<file path="src/rtl/spe_multi_neuron.sv">
// Time-multiplexed spiking processing element: accumulates per-neuron partial sums,
// then integrates each neuron's previous potential and emits one result packet per neuron.
module spe_multi_neuron #(
    parameter int unsigned PE_ID       = 0,
    parameter int unsigned DEST_ADDR   = 0,
    parameter int unsigned ADDR_W      = 4,
    parameter int unsigned OP_W        = 4,
    parameter int unsigned DATA_W      = 25,
    parameter int unsigned NUM_NEURONS = 4,
    parameter int unsigned IDX_W       = $clog2(NUM_NEURONS),
    parameter int unsigned VAL_W       = DATA_W - IDX_W - 1,
    parameter int unsigned THRESHOLD   = 64,
    parameter int unsigned TS_W        = 8
) (
    input  logic                          clk,
    input  logic                          reset,
    input  logic                          in_valid,
    output logic                          in_ready,
    input  logic [ADDR_W+OP_W+DATA_W-1:0] in_data,
    output logic                          out_valid,
    input  logic                          out_ready,
    output logic [ADDR_W+OP_W+DATA_W-1:0] out_data,
    output logic [TS_W-1:0]               ts_count,
    output logic [3:0]                    err
);

    localparam int unsigned PKT_W = ADDR_W + OP_W + DATA_W;
    localparam int unsigned SUM_W = VAL_W + 1;
    localparam logic [VAL_W-1:0] VAL_MAX = '1;
    localparam logic [OP_W-1:0] OP_PSUM = OP_W'(0);
    localparam logic [OP_W-1:0] OP_TS_DONE = OP_W'(1);
    localparam logic [OP_W-1:0] OP_POT = OP_W'(2);
    localparam logic [OP_W-1:0] OP_RESULT = OP_W'(3);

    typedef enum logic [1:0] {
        ST_ACCUM    = 2'd0,
        ST_WAIT_POT = 2'd1,
        ST_EMIT     = 2'd2
    } state_t;

    state_t                 state;
    logic [VAL_W-1:0]       acc [NUM_NEURONS];
    logic [NUM_NEURONS-1:0] done;

    logic [ADDR_W-1:0] pkt_addr;
    logic [OP_W-1:0]   pkt_op;
    logic [IDX_W-1:0]  pkt_idx;
    logic [VAL_W-1:0]  pkt_val;
    logic              unused_rsvd;
    logic              addr_ok;
    logic              idx_ok;
    logic              accept;
    logic [SUM_W-1:0]  sum;
    logic [SUM_W-1:0]  over;
    logic [VAL_W-1:0]  psum_val;
    logic              psum_sat;
    logic              fire;
    logic [VAL_W-1:0]  residual;

    assign unused_rsvd = in_data[VAL_W];

    // Packet decode and the shared adder used by both psum accumulation and integration
    always_comb begin
        pkt_addr = in_data[PKT_W-1 -: ADDR_W];
        pkt_op   = in_data[DATA_W +: OP_W];
        pkt_idx  = in_data[DATA_W-1 -: IDX_W];
        pkt_val  = in_data[VAL_W-1:0];
        addr_ok  = (pkt_addr == ADDR_W'(PE_ID));
        idx_ok   = ({1'b0, pkt_idx} < (IDX_W+1)'(NUM_NEURONS));
        accept   = in_valid && in_ready;

        sum      = {1'b0, acc[pkt_idx]} + {1'b0, pkt_val};
        psum_sat = sum[VAL_W];
        psum_val = psum_sat ? VAL_MAX : sum[VAL_W-1:0];

        fire     = (sum >= SUM_W'(THRESHOLD));
        over     = sum - SUM_W'(THRESHOLD);
        if (fire) begin
            residual = over[VAL_W] ? VAL_MAX : over[VAL_W-1:0];
        end else begin
            residual = sum[VAL_W-1:0];
        end
    end

    // Control FSM with registered handshake outputs
    always_ff @(posedge clk) begin
        if (reset) begin
            state     <= ST_ACCUM;
            in_ready  <= 1'b1;
            out_valid <= 1'b0;
            out_data  <= '0;
            ts_count  <= '0;
            err       <= '0;
            done      <= '0;
            for (int i = 0; i < int'(NUM_NEURONS); i++) begin
                acc[i] <= '0;
            end
        end else begin
            case (state)
                ST_ACCUM: begin
                    if (accept) begin
                        if (!addr_ok) begin
                            err[0] <= 1'b1;
                        end else if (!idx_ok) begin
                            err[1] <= 1'b1;
                        end else if (pkt_op == OP_PSUM) begin
                            acc[pkt_idx] <= psum_val;
                            if (psum_sat) begin
                                err[3] <= 1'b1;
                            end
                        end else if (pkt_op == OP_TS_DONE) begin
                            state <= ST_WAIT_POT;
                        end else begin
                            err[1] <= 1'b1;
                        end
                    end
                end

                ST_WAIT_POT: begin
                    if (accept) begin
                        if (!addr_ok) begin
                            err[0] <= 1'b1;
                        end else if (!idx_ok) begin
                            err[1] <= 1'b1;
                        end else if (pkt_op != OP_POT) begin
                            err[1] <= 1'b1;
                        end else if (done[pkt_idx]) begin
                            err[2] <= 1'b1;
                        end else begin
                            out_data      <= {ADDR_W'(DEST_ADDR), OP_RESULT, pkt_idx, fire, residual};
                            out_valid     <= 1'b1;
                            in_ready      <= 1'b0;
                            done[pkt_idx] <= 1'b1;
                            state         <= ST_EMIT;
                        end
                    end
                end

                ST_EMIT: begin
                    if (out_valid && out_ready) begin
                        out_valid <= 1'b0;
                        in_ready  <= 1'b1;
                        if (&done) begin
                            // Timestep complete: clear per-neuron state for the next one
                            done     <= '0;
                            ts_count <= ts_count + TS_W'(1);
                            state    <= ST_ACCUM;
                            for (int i = 0; i < int'(NUM_NEURONS); i++) begin
                                acc[i] <= '0;
                            end
                        end else begin
                            state <= ST_WAIT_POT;
                        end
                    end
                end

                default: begin
                    state     <= ST_ACCUM;
                    in_ready  <= 1'b1;
                    out_valid <= 1'b0;
                end
            endcase
        end
    end

endmodule
</file>
<file path="config.mk">
export PLATFORM = sky130hd
export DESIGN_NAME = spe_multi_neuron
export DESIGN_NICKNAME = d
export VERILOG_FILES = /design/src/rtl/spe_multi_neuron.sv
export SDC_FILE = /design/constraint.sdc
export NUM_CORES = 1
export LEC_CHECK = 0
export BUFFER_PORTS_ARGS = -buffer_cell sky130_fd_sc_hd__buf_2
export CORE_UTILIZATION = 59
export DETAILED_ROUTE_END_ITERATION = 12
export PLACE_DENSITY = 0.83
export SYNTH_ARGS = -nofsm -noshare
export SYNTH_HDL_FRONTEND = slang
export SYNTH_SLANG_ARGS = --single-unit
</file>
<file path="constraint.sdc">
create_clock -name clk -period 6.35 [get_ports clk]
set_input_delay 0.3175 -clock clk [delete_from_list [all_inputs] [get_ports clk]]
set_output_delay 0.3175 -clock clk [all_outputs]
set_load 0.02 [all_outputs]
</file>
# Yosys cells after proc, flatten, opt, wreduce, memory -nomap -nowiden

Memory sizes are Yosys's and may differ from the RTL's.
Cells that the tools add are included.

Bits in registers: 46
Latch bits: 0
RAM bits: 88
ROM bits: 0
Input bits: 37
Output and inout port bits: 47
Word-level logic and storage cells: 126
Memories: 1

Add/subtract/negate cells: 3
Multipliers: 0
Divide/modulo/power cells: 0
Order comparisons: 3
Eq/ne operators: 16
Shift operators: 0
Multiplexer cells: 66
Bitwise gates (word level): 8
Reduce and logical (&&, ||, !) cells: 19

Memory list:

| name | depth | bits a word | rd ports | clocked after memory_dff | wr ports | RTL line | RTL |
|---|---|---|---|---|---|---|---|
| acc  | 4     | 22          | 1        | 0                        | 4        | 42       | `logic [VAL_W-1:0] acc [NUM_NEURONS];` |

Operators with widths:

| operator                                              | number |
|---|---|
| 2-to-1 mux 22 bit                                     | 8 |
| 2-to-1 mux 1 bit                                      | 33 |
| 2-to-1 mux 2 bit                                      | 12 |
| 2-to-1 mux 4 bit                                      | 6 |
| != test 2 bit (second input constant)                 | 12 |
| adder 22 x 22 -> 23 bit                               | 1 |
| >= comparator 23 x 7 -> 1 bit (second input constant) | 1 |
| subtractor 23 x 7 -> 23 bit (second input constant)   | 1 |
| OR reduction 22 bit                                   | 1 |
| AND reduction 5 bit                                   | 3 |
| AND reduction 6 bit                                   | 2 |
| AND reduction 9 bit                                   | 1 |
| adder 8 x 1 -> 8 bit (second input constant)          | 1 |
| zero test 4 bit                                       | 2 |
| one-hot mux 4 bit (2 select lines)                    | 1 |
| AND reduction 8 bit                                   | 1 |
| AND reduction 7 bit                                   | 1 |
| one-hot mux 1 bit (3 select lines)                    | 2 |
| one-hot mux 2 bit (3 select lines)                    | 1 |
| equality test 4 x 1 -> 1 bit (second input constant)  | 1 |
| != test 4 x 2 -> 1 bit (second input constant)        | 1 |
| bitwise OR 1 bit                                      | 4 |
| bitwise OR 4 bit                                      | 1 |
| one-hot mux 2 bit (2 select lines)                    | 1 |
| other kinds (12)                                      | 17 |

# Depth between registers and ports, before layout

Gate-level depths: netlist (run 1).

Depth in word-level cells: 10
Mapped depth: 18
Depth with buffers taken out: 14

# Least setup slack after synthesis (run 1)

Ideal clock, no wire load.

Kind: input to register
Start: in in_data[23]
End: reg out_data[12]
Data arrival time: 4.914 ns
Required time: 6.280 ns
Path slack: 1.366 ns
Cell stages on the path: 17
Path through: buf_1 > clkbuf_1 > mux4_2 > ha_1 > fa_1 > a211oi_2 > o21a_1 > o21ai_0 > xnor2_1 > or3b_1 > or4_1 > buf_2 > nor3_2 > buf_2 > a2111oi_0 > xnor2_1 > a21oi_1

Longest elaborated chain between the ends: 5

RTL lines:

| item                        | RTL line | RTL |
|---|---|---|
| start: declaration          | 19       | `input logic [ADDR_W+OP_W+DATA_W-1:0] in_data,` |
| memory (4 x 22 bit)         | n/a      |  |
| adder 22 x 22 -> 23 bit     | 72       | `sum = {1'b0, acc[pkt_idx]} + {1'b0, pkt_val};` |
| subtractor 23 x 7 -> 23 bit | 77       | `over = sum - SUM_W'(THRESHOLD);` |
| 2-to-1 mux 22 bit           | 79       | `residual = over[VAL_W] ? VAL_MAX : over[VAL_W-1:0];` |
| 2-to-1 mux 22 bit           | 78       | `if (fire) begin` |
| end signal: assignment      | 130      | `out_data <= {ADDR_W'(DEST_ADDR), OP_RESULT, pkt_idx, fire, residual};` |
| end: declaration            | 22       | `output logic [ADDR_W+OP_W+DATA_W-1:0] out_data,` |

Several ways; a longest one is shown, not always the timed one. The select of a mux whose other input is x is not followed.
A chain may end at the register's enable or synchronous reset.

# Final worst setup path (run 1)

Start: in in_data[23]
End: reg out_data[8]

Same word-level chain as after synthesis.

==> reports/metrics.yaml, run 1 <==
outcome: "finished, final reports clean"
p_comb_share_pct: 19.5
grt_max_degree: 26
clockBufferDepth: 2
netlist_instances: 712
cts_root_buf: "clkbuf_16"
synth_warnings: 0
crit_path_end_kind: "flop"
final_common_cell: "nor2_1"
seq_area_frac_synth_pct: 48.6
cts_num_sinks: 134
cts_buffers: 17
die_y_um: 113
ant_nets: 0
cap_violations: 0
p_sw_uw: 660
power.internal_mw: 1.67
period_minus_slack_ps: 5090
dpl_cell_area_mm2: 0.00775
core_area_mm2: 0.0121
fin_skew_ps: 10.4
vias: 5921
syn2layout_area_growth_pct: 13.1
worst_pin_slew_ps: 1110
drc: 0
ir_worst_vdd_mv: 0.171
dp_hpwl_mm: 12.4
ys.flop_type: "edfxtp_1"
diodes: 0
post_cts_resized: 0
setup_viol: 0
synthTopCellsByArea: "edfxtp_1 (36%), dfxtp_1 (13%), nor2_1 (7.1%)"
place_congestion: 0.885
fin_area_mm2: 0.00830
overflow: 0
rsz0062_at_grt: "false"
antenna_found_initial: 0
die_w_um: 113
tns_ps: 0
cts_setup_buffers: 0
io_pins: 84
die_area_mm2: 0.0129
pwr-share-seq_pct: 40.9
hold_viol_final: 0
cp.arrival_ps: 5380
clkTransAtPathRegs_ps: 50
drive_gt1_share_pct: 18.7
layout_common_cells: "nor2_1 (139), edfxtp_1 (88), buf_2 (76)"
start_util_pct: 60.8
fin_ws_ps: 1260
synth.distinct_cells: 72
hp-class: "primary input to flop"
leakage_nw: 3.28
multi_input_area_mm2: 0.00348
rows: 40
first_global_vias: 5622
worst_ep_required_time_ps: 6640
cts_max_level: 4
synth_top_area_share_pct: 36.0
syn-mean-instance-area_um2: 10.3
synthesis.area_mm2: 0.00733
switching_share_pct: 28.3
fill_cells: 898
fin_crit_sh_pct: 80.1
synth_edf_count: 88
layout.nets: 832
power.density_mw_per_mm2: 281
portBuffers: 76
fin_util_pct: 68.8
maxSlewViolCount: 0
cts_tree: "done"
synth-seq-cells: 134
drt-wirelength-per-cell_um: 18.9
synth_top_area_cell: "edfxtp_1"
fmax_mhz: 197
cp_max_fo: 20
via_per_inst: 6.25
firstDrtPassIters: 7
seqCellArea_mm2: 0.00356
grtUsageTotal_pct: 28.8
crit_type: "primary input to flop"
clockPowerShare_pct: 39.6
grt_pass1_wl_mm: 28.0
timing.slew.headroom_pct: 25.8
start_kind: "primary input"
place_ws_ps: 877
wl_mm: 17.9
drtIter0Drc: 637
ctsHoldBuffers: 0
clkLatencyLatePin_ps: 420
async_reset_ff_share_pct: 0
==> cell type report <==
class / instances / area share, %
clock buffer: 20 / 5.26
clock inverter: 10 / 1.31
inverter: 18 / 0.814
multi-input combinational: 516 / 42.0
sequential: 134 / 42.9
tap: 168 / 2.53
timing repair buffer: 82 / 5.13
==> through the flow <==
stage | power [mW] | hold WS (ps) | instances
floorplan | 1.30 | 453 | 717
global placement | 1.40 | 450 | 918
detailed placement | 1.41 | 458 | 918
CTS | 2.32 | 262 | 948
global route | 2.41 | 300 | 948
finish | 2.33 | 276 | 948
==> kinds of logic after synthesis <==
group	share of synthesized area (%)
multiplexers	7.61
other	0.0511
adder cells (fa/ha/maj)	4.54
flip-flops	48.6
AND/OR/NAND/NOR	16.5
AO/OA/AOI/OAI	14.8
buffers and inverters	4.15
XOR/XNOR	3.80
==> layer usage <==
metal,GRT usage [%],part of all wire [%],vias to the layer above
met5,0,0,-
met3,5.74,9.1,37
li1,-,-,2730
met4,12.1,2.2,0
met1,37.7,40,2822
met2,47.1,49,332
==> final timing paths <==
path | start | to | slack [ps] | cells after the start
setup reg to reg | acc[2][0] | out_data[8] | 1280 | 14
hold reg to reg | err[2] | err[2] | 470 | 2
hold / removal | in_data[31] | err[0] | 280 | 4
setup / recovery | in_data[23] | out_data[8] | 1260 | 15
==> cells in the mapped netlist (6+ instances only) <==
master    count
o21ai_0      37
and3_1        9
a211oi_1      8
ha_1         25
a31oi_1       6
buf_4         9
nand4_1      10
nor3_1       10
o21a_1        6
dfxtp_1      46
edfxtp_1     88
a21o_1        8
and2_1       11
nand3_1      17
mux4_2       23
nor2b_1       6
or3_1         6
clkbuf_1     33
nor2_1      139
xor2_1       10
xnor2_1      20
inv_1        18
a21oi_1      61
nand2_1      29
==> registers in the layout, summed over array words and instances, names as in the netlist <==
signal and count:
err 4, acc 88, ts_count 8, in_ready 1, out_valid 1, state 2, out_data 26, done 4
==> power by group through the flow <==
stage          combinational [mW]  clock [mW]  sequential [mW]
2_1_floorplan               0.329           0            0.968
3_3_place_gp                0.432           0            0.968
3_5_place_dp                0.442           0            0.970
4_1_cts                     0.446       0.925            0.952
5_1_grt                     0.494       0.962            0.954
6_report                    0.453       0.923            0.952
==> worst max-delay path, cell delays in order <==
cell,delay [ps]
buf_2,320
buf_4,400
mux4_2,560
ha_1,460
nand2_1,250
o21ai_0,160
a311o_1,380
o221ai_2,380
a21bo_2,290
a2111o_1,490
nor3_2,590
nand2_1,250
a21boi_2,170
buf_4,240
a31oi_1,100
(Power assumes the default switching activity.)
==> inputs of run 2 (changes only) <==
- clock period: 6.35 -> 5.1 ns (I/O delays scaled with it)
==> reports/metrics.yaml, run 2 (same netlist as run 1, synthesis figures left out) <==
period_minus_slack_ps: 4700
rr_startpoint: "acc[3][0]"
hold_depth: 4  # unchanged
leakage_nw: 3.42  # +4.3%
firstDrtPassIters: 5  # -2
grtUsageTotal_pct: 30.9  # +2.1 points
hold_viol_final: 0  # unchanged
crit_path_end_kind: "flop"
layout.nets: 850  # +2.2%
post_cts_resized: 0  # unchanged
hp-class: "primary input to flop"
crit_type: "flop to flop"
drive_gt1_share_pct: 21.3  # +2.5 points
drtIter0Drc: 583  # -8.5%
p_total_mw: 3.14  # +35%
min_to: "err[0]"
rsz0062_at_grt: "false"
rows: 40  # unchanged
fin_skew_ps: 4.26  # -6.15 ps
fin_crit_sh_pct: 92.1
core_area_mm2: 0.0121  # unchanged
fin_util_pct: 70.8  # +2.0 points
wl_mm: 19.0  # +6.0%
vias: 6012  # +1.5%
reg2reg_setup_slack_ps: 400  # -880 ps
start_kind: "flop"
cts_tree: "done"
via_per_inst: 6.21  # -0.56%
die_area_mm2: 0.0129  # unchanged
dp_hpwl_mm: 12.9  # +4.2%
grt_pass1_wl_mm: 29.8  # +6.5%
largest_reg_flops: 88  # unchanged
ff2ff_path_depth: 14  # unchanged
ant_nets: 0  # unchanged
ctsHoldBuffers: 0  # unchanged
start_util_pct: 60.8  # unchanged
final_common_cell: "nor2_1"
maxSlewViolCount: 0  # unchanged
tns_ps: 0  # unchanged
cts_setup_buffers: 0  # unchanged
diodes: 0  # unchanged
die_y_um: 113  # unchanged
clockBufferDepth: 2  # unchanged
cts_buffers: 17  # unchanged
hp-start: "in_data[31]"
fmax_mhz: 213
drc: 0  # unchanged
power.density_mw_per_mm2: 367  # +31%
syn2layout_area_growth_pct: 16.4
io_pins: 84  # unchanged
cts_max_level: 4  # unchanged
clkTransAtPathRegs_ps: 60  # about the same
antenna_found_initial: 0  # unchanged
portBuffers: 76  # unchanged
cts_num_sinks: 134  # unchanged
r2r_end: "out_data[1]"
place_congestion: 0.951  # +7.4%
die_w_um: 113  # unchanged
cap_violations: 0  # unchanged
largest-register: "acc"
top_regs: "acc x88, out_data x26, ts_count x8"
ir_worst_vdd_mv: 0.299  # +75%
first_global_vias: 5843  # +3.9%
cp.arrival_ps: 5000  # -380 ps
cp_max_fo: 20  # unchanged
clkLatencyLatePin_ps: 430  # about the same
fill_cells: 840  # -6.5%
grt_max_degree: 28  # +7.7%
setup_viol: 0  # unchanged
layout_common_cells: "nor2_1 (139), edfxtp_1 (88), buf_2 (76)"
worst_ep_required_time_ps: 5400  # -1240 ps
startpoint: "acc[3][0]"
overflow: 0  # unchanged
worst_pin_slew_ps: 985  # -125 ps
outcome: "finished, final reports clean"
cts_root_buf: "clkbuf_16"
drt-wirelength-per-cell_um: 19.6  # +3.8%
timing.slew.headroom_pct: 34.2  # +8.4 points
==> run 2: changes by cell type in the layout (fill, tap and decap cells not counted) <==
| cell | previous run | this run |
|---|---|---|
| buf_4 | 6 | 24 |
| clkinvlp_4 | 2 | 1 |
| inv_6 | 0 | 3 |
| clkinv_2 | 1 | 0 |
| clkinv_4 | 2 | 4 |
| clkbuf_1 | 3 | 0 |
| bufinv_16 | 2 | 5 |
| clkinv_1 | 3 | 2 |
==> run 2: critical path: stages, from the launching register on <==
cell and delay [ps]:
edfxtp_1 390, mux4_2 490, ha_1 220, fa_1 440, a211oi_2 320, o211ai_1 150
a21boi_0 240, xnor2_1 120, or3b_1 460, or4_1 650, nor3_2 390, nand2_1 200
a21boi_2 150, buf_4 240, a21oi_1 110
==> run 2: where the power goes <==
group	leakage [nW]	total [mW]	internal (mW)	switching (mW)
combinational	1.83	0.602	0.212	0.390
clock	0.314	1.35	0.870	0.479
sequential	1.28	1.19	1.18	0.00771
total	3.42	3.14	2.26	0.876
==> run 2: worst max-delay path by stage <==
stage	to	slack (ps)
2_1_floorplan	out_data[12]	180
3_3_place_gp	out_data[19]	300
3_5_place_dp	out_data[8]	170
4_1_cts	out_data[1]	460
5_1_grt	out_data[20]	100
6_report	out_data[1]	400
==> run 2: metal layers <==
layer	share of wire, %	vias to the layer above	global-route usage, %
met5	0	-	0
met4	2.7	0	13.5
met3	8.1	51	6.91
met2	49	306	51.8
met1	40	2887	38.6
li1	-	2768	-
==> run 2: cell type report <==
class | count | area (um^2) | share of cell area [%]
clock buffers | 17 | 425 | 4.98
repair buffers | 100 | 561 | 6.57
flip-flops and latches | 134 | 3560 | 41.7
clock inverters | 15 | 226 | 2.65
well taps | 168 | 210 | 2.46
multi-input cells | 516 | 3480 | 40.8
inverters | 18 | 67.6 | 0.791
==> run 2: stage by stage <==
| step | hold WS [ps] | worst slack [ps] | cells | cell area [um^2] |
|---|---|---|---|---|
| after floorplan | 453 | 178 | 717 | 7350 |
| after global placement | 448 | 297 | 936 | 7890 |
| after detailed placement | 464 | 172 | 936 | 7890 |
| after CTS | 187 | 457 | 968 | 8540 |
| after global routing | 220 | 95.7 | 968 | 8540 |
| final | 193 | 401 | 968 | 8540 |
